--- config.mk ---
export PLATFORM = sky130hd
export DESIGN_NAME = mdio_phy_responder
export DESIGN_NICKNAME = d
export VERILOG_FILES = /design/src/rtl/mdio_phy_responder.sv
export SDC_FILE = /design/constraint.sdc
export NUM_CORES = 1
export LEC_CHECK = 0
export ABC_CLOCK_PERIOD_IN_PS = 3000
export BUFFER_PORTS_ARGS = -buffer_cell sky130_fd_sc_hd__buf_2
export CORE_AREA = 2 2 106 108
export CTS_BUF_LIST = sky130_fd_sc_hd__clkbuf_8 sky130_fd_sc_hd__clkbuf_16
export DETAILED_ROUTE_END_ITERATION = 8
export DIE_AREA = 0 0 108 110
export GPL_TIMING_DRIVEN = 0
export PLACE_DENSITY = 0.76
export SYNTH_ARGS = -nofsm -noshare
export SYNTH_HDL_FRONTEND = slang
export SYNTH_SLANG_ARGS = --single-unit
--- constraint.sdc ---
create_clock -name clk -period 3 [get_ports clk]
set_input_delay 0.9 -clock clk [delete_from_list [all_inputs] [get_ports clk]]
set_output_delay 0.9 -clock clk [all_outputs]
set_load 0.01 [all_outputs]
--- src/rtl/mdio_phy_responder.sv ---
// mdio_phy_responder: clause-22 MDIO PHY register responder, MDC oversampled on clk.
// Optional MDIO_PREAMBLE_SUPPRESS_EN: after any completed frame, a new ST is accepted without preamble.
module mdio_phy_responder #(
   parameter logic [4:0]  PHY_ADDR = 5'd1,
   parameter logic [15:0] PHY_ID1  = 16'h0022,
   parameter logic [15:0] PHY_ID2  = 16'h1620
) (
   input  logic clk,
   input  logic rst_n,
   input  logic mdc_i,
   input  logic mdio_i,
   output logic mdio_o,
   output logic mdio_oe_o,
   input  logic link_up_i,
   output logic mdint_o,
   output logic phy_reset_o
);
   localparam logic [2:0] PRE = 3'd0, ST = 3'd1, OP = 3'd2, ADDR = 3'd3,
                          TA = 3'd4, WDATA = 3'd5, RDATA = 3'd6;
   logic [1:0] mdc_s, mdio_s;
   logic mdc_q, link_q, rd, sel, drv, pre_ok;
   logic [2:0] state;
   logic [5:0] cnt;
   logic [15:0] sh, rval;
   logic [4:0] ra;
   logic [14:0] r0;
   logic [15:0] r47 [4];
   wire re = mdc_s[1] & ~mdc_q;
   wire b = mdio_s[1];
   wire [15:0] wd = {sh[14:0], b};
   wire done_rd = re & (state == RDATA) & (cnt == 6'd16);
   wire done_wr = re & (state == WDATA) & (cnt == 6'd15);
   assign mdio_o = drv | ~mdio_oe_o;
   always_comb
      rval = ra == 5'd0 ? {1'b0, r0} :
             ra == 5'd1 ? (16'h7809 | {13'b0, link_up_i, 2'b0}) :
             ra == 5'd2 ? PHY_ID1 :
             ra == 5'd3 ? PHY_ID2 :
             ra[4:2] == 3'b001 ? r47[ra[1:0]] : 16'h0000;
`ifdef MDIO_PREAMBLE_SUPPRESS_EN
   logic sup;
   always_ff @(posedge clk or negedge rst_n)
      if (!rst_n) sup <= 1'b0;
      else if (done_rd | done_wr) sup <= 1'b1;
   assign pre_ok = (cnt == 6'd32) | sup;
`else
   assign pre_ok = cnt == 6'd32;
`endif
   always_ff @(posedge clk or negedge rst_n)
      if (!rst_n) begin
         mdc_s  <= 2'b00;
         mdio_s <= 2'b00;
         mdc_q  <= 1'b0;
      end else begin
         mdc_s  <= {mdc_s[0], mdc_i};
         mdio_s <= {mdio_s[0], mdio_i};
         mdc_q  <= mdc_s[1];
      end
   // frame decoder; every transition happens on a sampled MDC rising edge
   always_ff @(posedge clk or negedge rst_n)
      if (!rst_n) begin
         state     <= PRE;
         cnt       <= 6'd0;
         sh        <= 16'h0000;
         rd        <= 1'b0;
         sel       <= 1'b0;
         ra        <= 5'd0;
         drv       <= 1'b1;
         mdio_oe_o <= 1'b0;
      end else if (re) begin
         case (state)
            PRE: if (b) cnt <= (cnt == 6'd32) ? cnt : cnt + 6'd1;
                 else begin
                    cnt <= 6'd0;
                    if (pre_ok) state <= ST;
                 end
            ST: begin
               state <= b ? OP : PRE;
               cnt   <= 6'd0;
            end
            OP: begin
               sh  <= wd;
               cnt <= cnt + 6'd1;
               if (cnt == 6'd1) begin
                  cnt   <= 6'd0;
                  rd    <= wd[1];
                  state <= (wd[1] ^ wd[0]) ? ADDR : PRE;
               end
            end
            ADDR: begin
               sh  <= wd;
               cnt <= cnt + 6'd1;
               if (cnt == 6'd9) begin
                  cnt   <= 6'd0;
                  sel   <= wd[9:5] == PHY_ADDR;
                  ra    <= wd[4:0];
                  state <= TA;
               end
            end
            TA: if (rd) begin
                   sh        <= rval;
                   mdio_oe_o <= sel;
                   drv       <= 1'b0;
                   cnt       <= 6'd0;
                   state     <= RDATA;
                end else if (cnt == 6'd1) begin
                   cnt   <= 6'd0;
                   state <= WDATA;
                end else cnt <= cnt + 6'd1;
            WDATA: begin
               sh  <= wd;
               cnt <= cnt + 6'd1;
               if (cnt == 6'd15) begin
                  cnt   <= 6'd0;
                  state <= PRE;
               end
            end
            RDATA: if (cnt == 6'd16) begin
                      mdio_oe_o <= 1'b0;
                      drv       <= 1'b1;
                      cnt       <= 6'd0;
                      state     <= PRE;
                   end else begin
                      drv <= sh[15];
                      sh  <= {sh[14:0], 1'b0};
                      cnt <= cnt + 6'd1;
                   end
            default: begin
               state <= PRE;
               cnt   <= 6'd0;
            end
         endcase
      end
   always_ff @(posedge clk or negedge rst_n)
      if (!rst_n) begin
         r0          <= 15'h1140;
         for (int i = 0; i < 4; i++) r47[i] <= 16'h0000;
         phy_reset_o <= 1'b0;
         mdint_o     <= 1'b0;
         link_q      <= 1'b0;
      end else begin
         link_q      <= link_up_i;
         phy_reset_o <= done_wr & sel & (ra == 5'd0) & wd[15];
         if (done_wr & sel & (ra == 5'd0)) r0 <= wd[14:0];
         if (done_wr & sel & (ra[4:2] == 3'b001)) r47[ra[1:0]] <= wd;
         // a link change in the same clk as the clearing read keeps the interrupt set
         mdint_o <= (link_up_i != link_q) | (mdint_o & ~(done_rd & sel & (ra == 5'd1)));
      end
endmodule

---- After elaboration in Yosys (flattened, before gate mapping) ----
Index checks and enable logic that the tools add are counted.
cells by class
  $add $sub $neg .......................... 1
  $mul .................................... 0
  div/mod/pow operators ................... 0
  order comparisons ....................... 2
  equal/unequal tests ..................... 27
  shifts and indexed selects .............. 0
  multiplexer cells ....................... 39
  bitwise gates (word level) .............. 19
  reductions and logical operators ........ 13
operators with widths
  operator                                              number
  2-to-1 mux 16 bit                                     10
  bitwise mux 64 bit                                    1
  one-hot mux 16 bit (3 select lines)                   1
  2-to-1 mux 6 bit                                      7
  one-hot mux 6 bit (6 select lines)                    1
  binary-select mux 16 bit (select 2 bit)               1
  demux 16 bit (select 2 bit)                           1
  2-to-1 mux 3 bit                                      8
  one-hot mux 3 bit (7 select lines)                    1
  bitwise AND 1 bit                                     12
  equality test 6 x 4 -> 1 bit (second input constant)  2
  inequality test 2 bit (second input constant)         6
  equality test 5 x 1 -> 1 bit (second input constant)  2
  equality test 5 x 2 -> 1 bit (second input constant)  2
  equality test 3 bit (second input constant)           3
  AND reduction 3 bit                                   3
  AND reduction 4 bit                                   2
  AND reduction 8 bit                                   1
  adder 6 x 1 -> 6 bit (second input constant)          1
  equality test 3 x 1 -> 1 bit (second input constant)  2
  equality test 3 x 2 -> 1 bit (second input constant)  2
  equality test 6 x 1 -> 1 bit (second input constant)  1
  equality test 6 x 5 -> 1 bit (second input constant)  1
  equality test 6 bit (second input constant)           1
  19 further kinds                                      29
word-level totals
  register bits ........................... 121
  bits in latches ......................... 0
  memory bits (writable) .................. 0
  ROM bits ................................ 0
  memories ................................ 0

---- Depth between registers and ports, before layout ----
Gate-level depths: netlist of run 1.
  depth in word-level cells ............... 11
  gate-level depth with buffers ........... 8
  depth with buffers taken out ............ 7

---- Worst setup path before layout of run 1 ----
Ideal clock, no wire load.
  kind .................................... register to register
  start ................................... register cnt[1]
  end ..................................... register state[1]
  data arrival time ....................... 2.198 ns
  required time ........................... 2.875 ns
  slack ................................... 0.677 ns
  cell stages (with the launch flop) ...... 8
  buffers on the path ..................... 0
  clock period less this slack ............ 2.323 ns
  path through ............................ dfrtp_1 -> inv_1 -> ha_1 -> or3b_4 -> nor3_1 -> o221ai_2 -> or4_4 -> mux2_4
between the ends
  word-level cells in the longest chain between the ends .. 3
  elaborated cells between the ends (all ways) .. 12
  those cells by class .................... eq/ne: 11; reduce/logical: 1
RTL lines
  what                                                                  RTL line  source
  from (decl)                                                           23        logic [5:0] cnt;
  from (signal assigned)                                                72        PRE: if (b) cnt <= (cnt == 6'd32) ? cnt : cnt + 6'd1;
  from (signal assigned)                                                83        cnt <= cnt + 6'd1;
  from (signal assigned)                                                92        cnt <= cnt + 6'd1;
  equality test 6 x 1 -> 1 bit, or another cell as far along            84, 106
  inequality test 3 bit (no source line), or another cell as far along  n/a
  AND reduction 8 bit (no source line) (*)                              n/a
  to (signal assigned)                                                  78        state <= b ? OP : PRE;
  to (signal assigned)                                                  87        state <= (wd[1] ^ wd[0]) ? ADDR : PRE;
  to (decl)                                                             22        logic [2:0] state;
Mark *: on every way between the ends. The rest lies on a longest branch, timed or not.
A chain may end at the register's enable or synchronous reset.

---- Worst setup path after layout of run 1 ----
  start ................................... register cnt[0]
  end ..................................... register r47[8] in the netlist's numbering
between the ends
  word-level cells in the longest chain between the ends .. 4
RTL lines
  what                             RTL line  source
  equality test 6 x 4 -> 1 bit     32        wire done_wr = re & (state == WDATA) & (cnt == 6'd15);
  bitwise AND 1 bit                32
  bitwise AND 1 bit (2 in series)  145       if (done_wr & sel & (ra[4:2] == 3'b001)) r47[ra[1:0]] <= wd;
  to (signal, indexed assignment)  145
  to (decl)                        27        logic [15:0] r47 [4];
No other way between the ends.

==> results.sh, run 1 <==
export IMPL_synth_common_cells="dfrtp_1 (117), mux2_2 (87), nand2_1 (46), o21ai_0 (38), clkbuf_1 (20)"
export IMPL_switching_share_pct=21.57
export IMPL_synth_edf_count=0
export IMPL_wire_per_inst_um=20.10
export IMPL_die_w_um=108
export IMPL_syn_inst=472
export IMPL_synth_area_um2=5762
export IMPL_synthFlopType="dfrtp_1"
export IMPL_clk_pin_slew_ps=60
export IMPL_grt_overflow_total=0
export IMPL_synth_nets=480
export IMPL_core_area_um2=10700
export IMPL_startpoint_type="flop"
export IMPL_grt_max_degree=96
export IMPL_setup_violations=0
export IMPL_p_clk_share_pct=55.8
export IMPL_die_area_um2=11880
export IMPL_required_ps=3400
export IMPL_leakage_uw=0.003060
export IMPL_port_buffers=8
export IMPL_antennaDiodeCount=0
export IMPL_ios=9
export IMPL_seq_area_frac_synth_pct=52.64
export IMPL_slew_violations=0
export IMPL_synth_distinct_cells=57
export IMPL_fin_area_um2=6698
export IMPL_dr_pass1_iters=5
export IMPL_p_seq_share_pct=39.9
export IMPL_track_usage_pct=24.69
export IMPL_power_density_nw_per_um2=626.1
export IMPL_pre_cts_ws_ps=51.07
export IMPL_start_util_pct=53.86
export IMPL_fin_cells=653
export IMPL_synth_top_area_cell="dfrtp_1"
export IMPL_rsz0062_at_grt="yes"
export IMPL_clockBufferDepth=2
export IMPL_synth_async_reset_ratio_pct=100.0
export IMPL_wl_um=13130
export IMPL_synth_area_leaders="dfrtp_1 (51%), mux2_2 (17%), mux4_2 (5.9%), o21ai_0 (3.3%), nand2_1 (3.0%)"
export IMPL_finClkSkew_ps=12.30
export IMPL_period_share_pct=96.70
export IMPL_p_int_uw=3289
export IMPL_clock_sinks=121
export IMPL_tightest_slew_ps=1298
export IMPL_fin_crit_ps=2901
export IMPL_cts_made_buffers=17
export IMPL_vias=4065
export IMPL_hold_viol=0
export IMPL_h_tree_depth=4
export IMPL_dpl_cell_area_um2=6011
export IMPL_die_h_um=110
export IMPL_p_comb_share_pct=4.3
export IMPL_avgSynthCellArea_um2=12.21
export IMPL_via_per_inst=6.225
export IMPL_cp_max_fo=10
export IMPL_nFillCells=819
export IMPL_hp_class="input pin to asynchronous set/reset pin"
export IMPL_grt_pass1_vias=4167
export IMPL_finalNetCount=508
export IMPL_synth_top_area_share_pct=50.81
export IMPL_antenna_left=0
export IMPL_peakVddDrop_mv=0.5132
export IMPL_grt_pass1_wl_um=21820
export IMPL_dp_hpwl_um=8278
export IMPL_drt_initial_drc_count=308
export IMPL_worst_setup_path_end_kind="flop"
export IMPL_rows=38
export IMPL_yosys_cell_count_top_type="dfrtp_1"
export IMPL_maxCapViolations=0
export IMPL_drcViolationCount=0
export IMPL_cts_tree="done"
export IMPL_status="finished clean"
export IMPL_finalWorstSetupSlack_ps=98.97
export IMPL_fmax_ghz=0.3447
export IMPL_area_growth_pct=16.24
export IMPL_ys_ff_latch=121
export IMPL_arrival_ps=3300
export IMPL_synth_warnings=0
export IMPL_layout_drive_gt1_share_pct=32.55
export IMPL_path_class="flop to flop"
export IMPL_antenna_found_initial=0
export IMPL_dp_cells=621
export IMPL_cts_root_buf="clkbuf_8"
export IMPL_clk_latency_ps=520
export IMPL_gp_congestion=0.9363
export IMPL_p_switching_uw=904.3
export IMPL_max_slew_margin_rel_pct=12.65
## worst max-delay path, cell delays in order, from the launching register on
cell and delay (ps):
dfrtp_1 420, ha_1 230, nand4b_1 220, nor4_2 460
and2_1 190, clkbuf_1 170, nand3_1 380, buf_2 400
mux2_2 310
## registers in the layout, indices dropped and copies added (netlist names)
signal       count
state            3
mdc_q            1
rd               1
ra               5
r0              15
drv              1
mdc_s            2
cnt              6
mdint_o          1
sh              16
mdio_s           2
phy_reset_o      1
mdio_oe_o        1
link_q           1
r47             64
sel              1
## cell type report
cell class	instances	area, um^2	share of cell area, %
Buffer	30	131.4	1.962
Clock inverter	13	236.5	3.531
Sequential cell	121	3033	45.28
Multi-Input combinational cell	312	2572	38.41
Timing Repair Buffer	9	73.82	1.102
Tap cell	140	175.2	2.615
Clock buffer	19	441.7	6.594
Inverter	9	33.78	0.5044
## stage by stage
step | utilization (%) | hold slack [ps] | total power (uW) | TNS, ps
6_report | 62.61 | 243.9 | 4193 | 0
5_1_grt | 62.61 | 238.2 | 4319 | -755.0
4_1_cts | 62.60 | 232.9 | 4222 | 0
3_5_place_dp | 56.19 | 334.7 | 1884 | 0
3_3_place_gp | 55.87 | 333.4 | 1872 | -43490
2_1_floorplan | - | 331.2 | 1812 | 0
## logic make-up after synthesis
kind of cell	count (synthesis)	share of synthesized area, %
xor+xnor	5	0.7600
buf+inv	39	2.823
fa+ha+maj	3	0.6515
mux	105	23.47
flops	121	52.64
simple gates	109	9.816
compound gates	90	9.837
## layout by cell type, fill, tap and decap left out, types with 5 or more instances in the layout
cell type	count
nor3_1	6
mux4_2	15
nor2_1	11
mux2_2	87
nand2_1	46
nor2b_1	6
bufinv_16	6
dfrtp_1	117
clkbuf_1	18
nand2b_1	5
o21ai_0	38
nand3_1	9
clkbuf_16	16
buf_2	14
a21oi_1	19
a22oi_1	5
inv_1	9
## power by group through the flow
| stage | Sequential [uW] | Combinational [uW] | Clock [uW] |
|---|---|---|---|
| 2_1_floorplan | 1700 | 114 | 0 |
| 5_1_grt | 1680 | 207 | 2440 |
| 4_1_cts | 1680 | 182 | 2360 |
| 6_report | 1670 | 180 | 2340 |
| 3_3_place_gp | 1700 | 171 | 0 |
| 3_5_place_dp | 1700 | 181 | 0 |
## what timing repair did
| item | in CTS | in global routing |
|---|---|---|
| endpoints found under the setup margin | 12 | 32 |
| hold buffers | 0 | 0 |
| buffers inserted | 0 | 0 |
| gates resized for setup | 2 | 2 |
## path summary, 6_finish.rpt
check	from	to	slack, ps	cells after the start
worst max register to register	cnt[0]	r47[8]	100	8
max in group asynchronous	rst_n	r0[8]	1990	2
worst max-delay path	cnt[0]	r47[8]	100	8
worst min register to register	mdio_s[0]	mdio_s[1]	340	0
min in group clk	mdio_s[0]	mdio_s[1]	340	0
worst min-delay path	rst_n	mdio_s[1]	240	1
## layer usage
metal  global-route usage [%]  up-vias  part of all wire [%]  routed length [um]
met5                        0        -                     0                   0
met3                    6.114       14                   6.7                 879
met4                    8.242        0                   1.3                 166
met1                    33.15     2086                    43                5607
met2                    39.85      169                    49                6475
li1                         -     1796                     -                   -
(Power assumes the default switching activity.)
==> inputs of run 2 (changes only) <==
CTS_BUF_LIST = not set   (was sky130_fd_sc_hd__clkbuf_8 sky130_fd_sc_hd__clkbuf_16)
REMOVE_ABC_BUFFERS = 1   (was not set)
==> run 2 against run 1 <==
Sequential power rose by 2%. Via count fell by 5.2%. Critical path depth fell by 3. Sequential share of layout area rose by 0.40 points. Largest power group unchanged. Clock power fell by 2%. Critical path type unchanged.
==> results.sh, run 2 (synthesis gave the netlist of run 1 again) <==
export IMPL_leakage_uw=0.003026
export IMPL_slowest_stage="dfrtp_1"
export IMPL_power_uw=4140
export IMPL_fin_area_um2=6645
export IMPL_pre_cts_ws_ps=-237.5
export IMPL_slew_violations=0
export IMPL_worstPathCellList="nand2_1, nor4_2, and2_1, nand3_2, mux2_2"
export IMPL_die_h_um=110
export IMPL_cp_buffers_inverters=0
export IMPL_cp_max_fo=16
export IMPL_antenna_left=0
export IMPL_dpl_cell_area_um2=5941
export IMPL_fmax_ghz=0.3484
export IMPL_critPathMaxStageDelay_ps=650
export IMPL_p_clk_share_pct=55.6
export IMPL_grt_pass1_wl_um=20510
export IMPL_reg2reg_slack_ps=130
export IMPL_cts_made_buffers=17
export IMPL_grt_overflow_total=0
export IMPL_reg_largest_list="r47: 64 flops, sh: 16 flops, r0: 15 flops"
export IMPL_finalWorstSetupSlack_ps=130.0
export IMPL_cts_tree="done"
export IMPL_reg2reg_to="r47[34]"
export IMPL_core_area_um2=10700
export IMPL_rr_startpoint="state[2]"
export IMPL_p_switching_uw=848.4
export IMPL_dp_hpwl_um=7436
export IMPL_track_usage_pct=23.03
export IMPL_clockBufferDepth=2
export IMPL_ios=9
export IMPL_worst_setup_path_end_kind="flop"
export IMPL_layout_drive_gt1_share_pct=34.57
export IMPL_fin_util_pct=62.12
export IMPL_peakVddDrop_mv=0.4193
export IMPL_power_density_nw_per_um2=623.0
export IMPL_via_per_inst=6.155
export IMPL_die_w_um=108
export IMPL_regMostFlops="r47"
export IMPL_antenna_found_initial=0
export IMPL_setup_violations=0
export IMPL_port_buffers=8
export IMPL_reg2reg_depth=5
export IMPL_start_util_pct=53.86
export IMPL_cts_root_buf="clkbuf_8"
export IMPL_clk_pin_slew_ps=60
export IMPL_area_growth_pct=15.33
export IMPL_final_common_cell="dfrtp_1"
export IMPL_p_int_uw=3292
export IMPL_postCtsHoldBufs=0
export IMPL_grt_pass1_vias=3945
export IMPL_clock_sinks=121
export IMPL_p_seq_share_pct=41.3
export IMPL_max_slew_margin_rel_pct=14.69
export IMPL_status="finished clean"
export IMPL_drcViolationCount=0
export IMPL_grt_max_degree=69
export IMPL_period_share_pct=95.67
export IMPL_rsz0062_at_grt="yes"
export IMPL_startpoint_type="flop"
export IMPL_fin_crit_ps=2870
export IMPL_tightest_slew_ps=1268
export IMPL_path_delay_family="simple AND/OR/NAND/NOR gates"
export IMPL_mostFrequentLayoutCells="dfrtp_1 (115), mux2_2 (87), nand2_1 (44)"
export IMPL_finalNetCount=481
export IMPL_wl_um=12250
export IMPL_switching_share_pct=20.49
export IMPL_drt_initial_drc_count=251
export IMPL_arrival_ps=3270
export IMPL_vias=3853
export IMPL_largest_reg_flops=64
export IMPL_clk_latency_ps=520
export IMPL_antennaDiodeCount=0
export IMPL_die_area_um2=11880
export IMPL_maxCapViolations=0
export IMPL_dr_pass1_iters=5
export IMPL_fin_setup_tns_ps=0
export IMPL_required_ps=3400
export IMPL_rows=38
export IMPL_p_comb_share_pct=3.0
export IMPL_hp_class="input pin to asynchronous set/reset pin"
export IMPL_gp_congestion=0.8444
export IMPL_finClkSkew_ps=9.075
export IMPL_cp_num_cells=5
export IMPL_h_tree_depth=4
export IMPL_hold_viol=0
export IMPL_path_class="flop to flop"
export IMPL_wire_per_inst_um=19.57
-- run 2: changes by cell type in the layout (fill, tap and decap cells not counted), moves of 2 or more --
cell	delta
clkbuf_1	-16
buf_2	-7
inv_6	-3
nand3_1	-3
nand3_2	+3
buf_1	-2
buf_8	+2
clkbuf_2	-2
dfrtp_1	-2
dfrtp_2	+2
nand2_1	-2
nand2_2	+2
-- run 2: worst max-delay path by stage --
stage / start / endpoint / slack [ps]
floorplan: ra[2] / r47[0] / 470
global placement: ra[2] / r47[15] / -870
detailed placement: state[2] / r47[31] / -240
CTS: state[2] / r47[34] / -310
global route: state[2] / r47[15] / -10
finish: state[2] / r47[34] / 130
-- run 2: area by class of cell --
cell class / count / area [um^2]
tap: 140 / 175.2
clock buffer: 22 / 462.9
timing repair buffer: 12 / 115.1
fill: 821 / 4053
clock inverter: 10 / 214.0
inverter: 9 / 33.78
sequential: 121 / 3035
multi-input combinational: 312 / 2609
-- run 2: timing repair --
action,in CTS,in global routing
setup endpoints to repair,63,81
resized for setup,0,7
pin swaps,0,0
setup buffers,0,0
-- run 2: metrics by stage --
step           hold slack, ps  std cells
2_1_floorplan           331.2        442
3_3_place_gp            338.1        590
3_5_place_dp            336.4        594
4_1_cts                 326.9        626
5_1_grt                 351.0        626
6_report                325.0        626
-- run 2: per-layer routing --
layer | global-route usage (%) | wire length [um]
met5 | 0 | 0
met2 | 37.69 | 6155
met4 | 8.150 | 243
met1 | 30.07 | 5382
met3 | 5.879 | 467
-- run 2: power by group through the flow --
stage | Sequential, uW | Combinational, uW | Clock (uW)
2_1_floorplan | 1720 | 72.2 | 0
3_3_place_gp | 1730 | 117 | 0
3_5_place_dp | 1740 | 128 | 0
4_1_cts | 1710 | 128 | 2340
5_1_grt | 1720 | 147 | 2410
6_report | 1710 | 126 | 2300
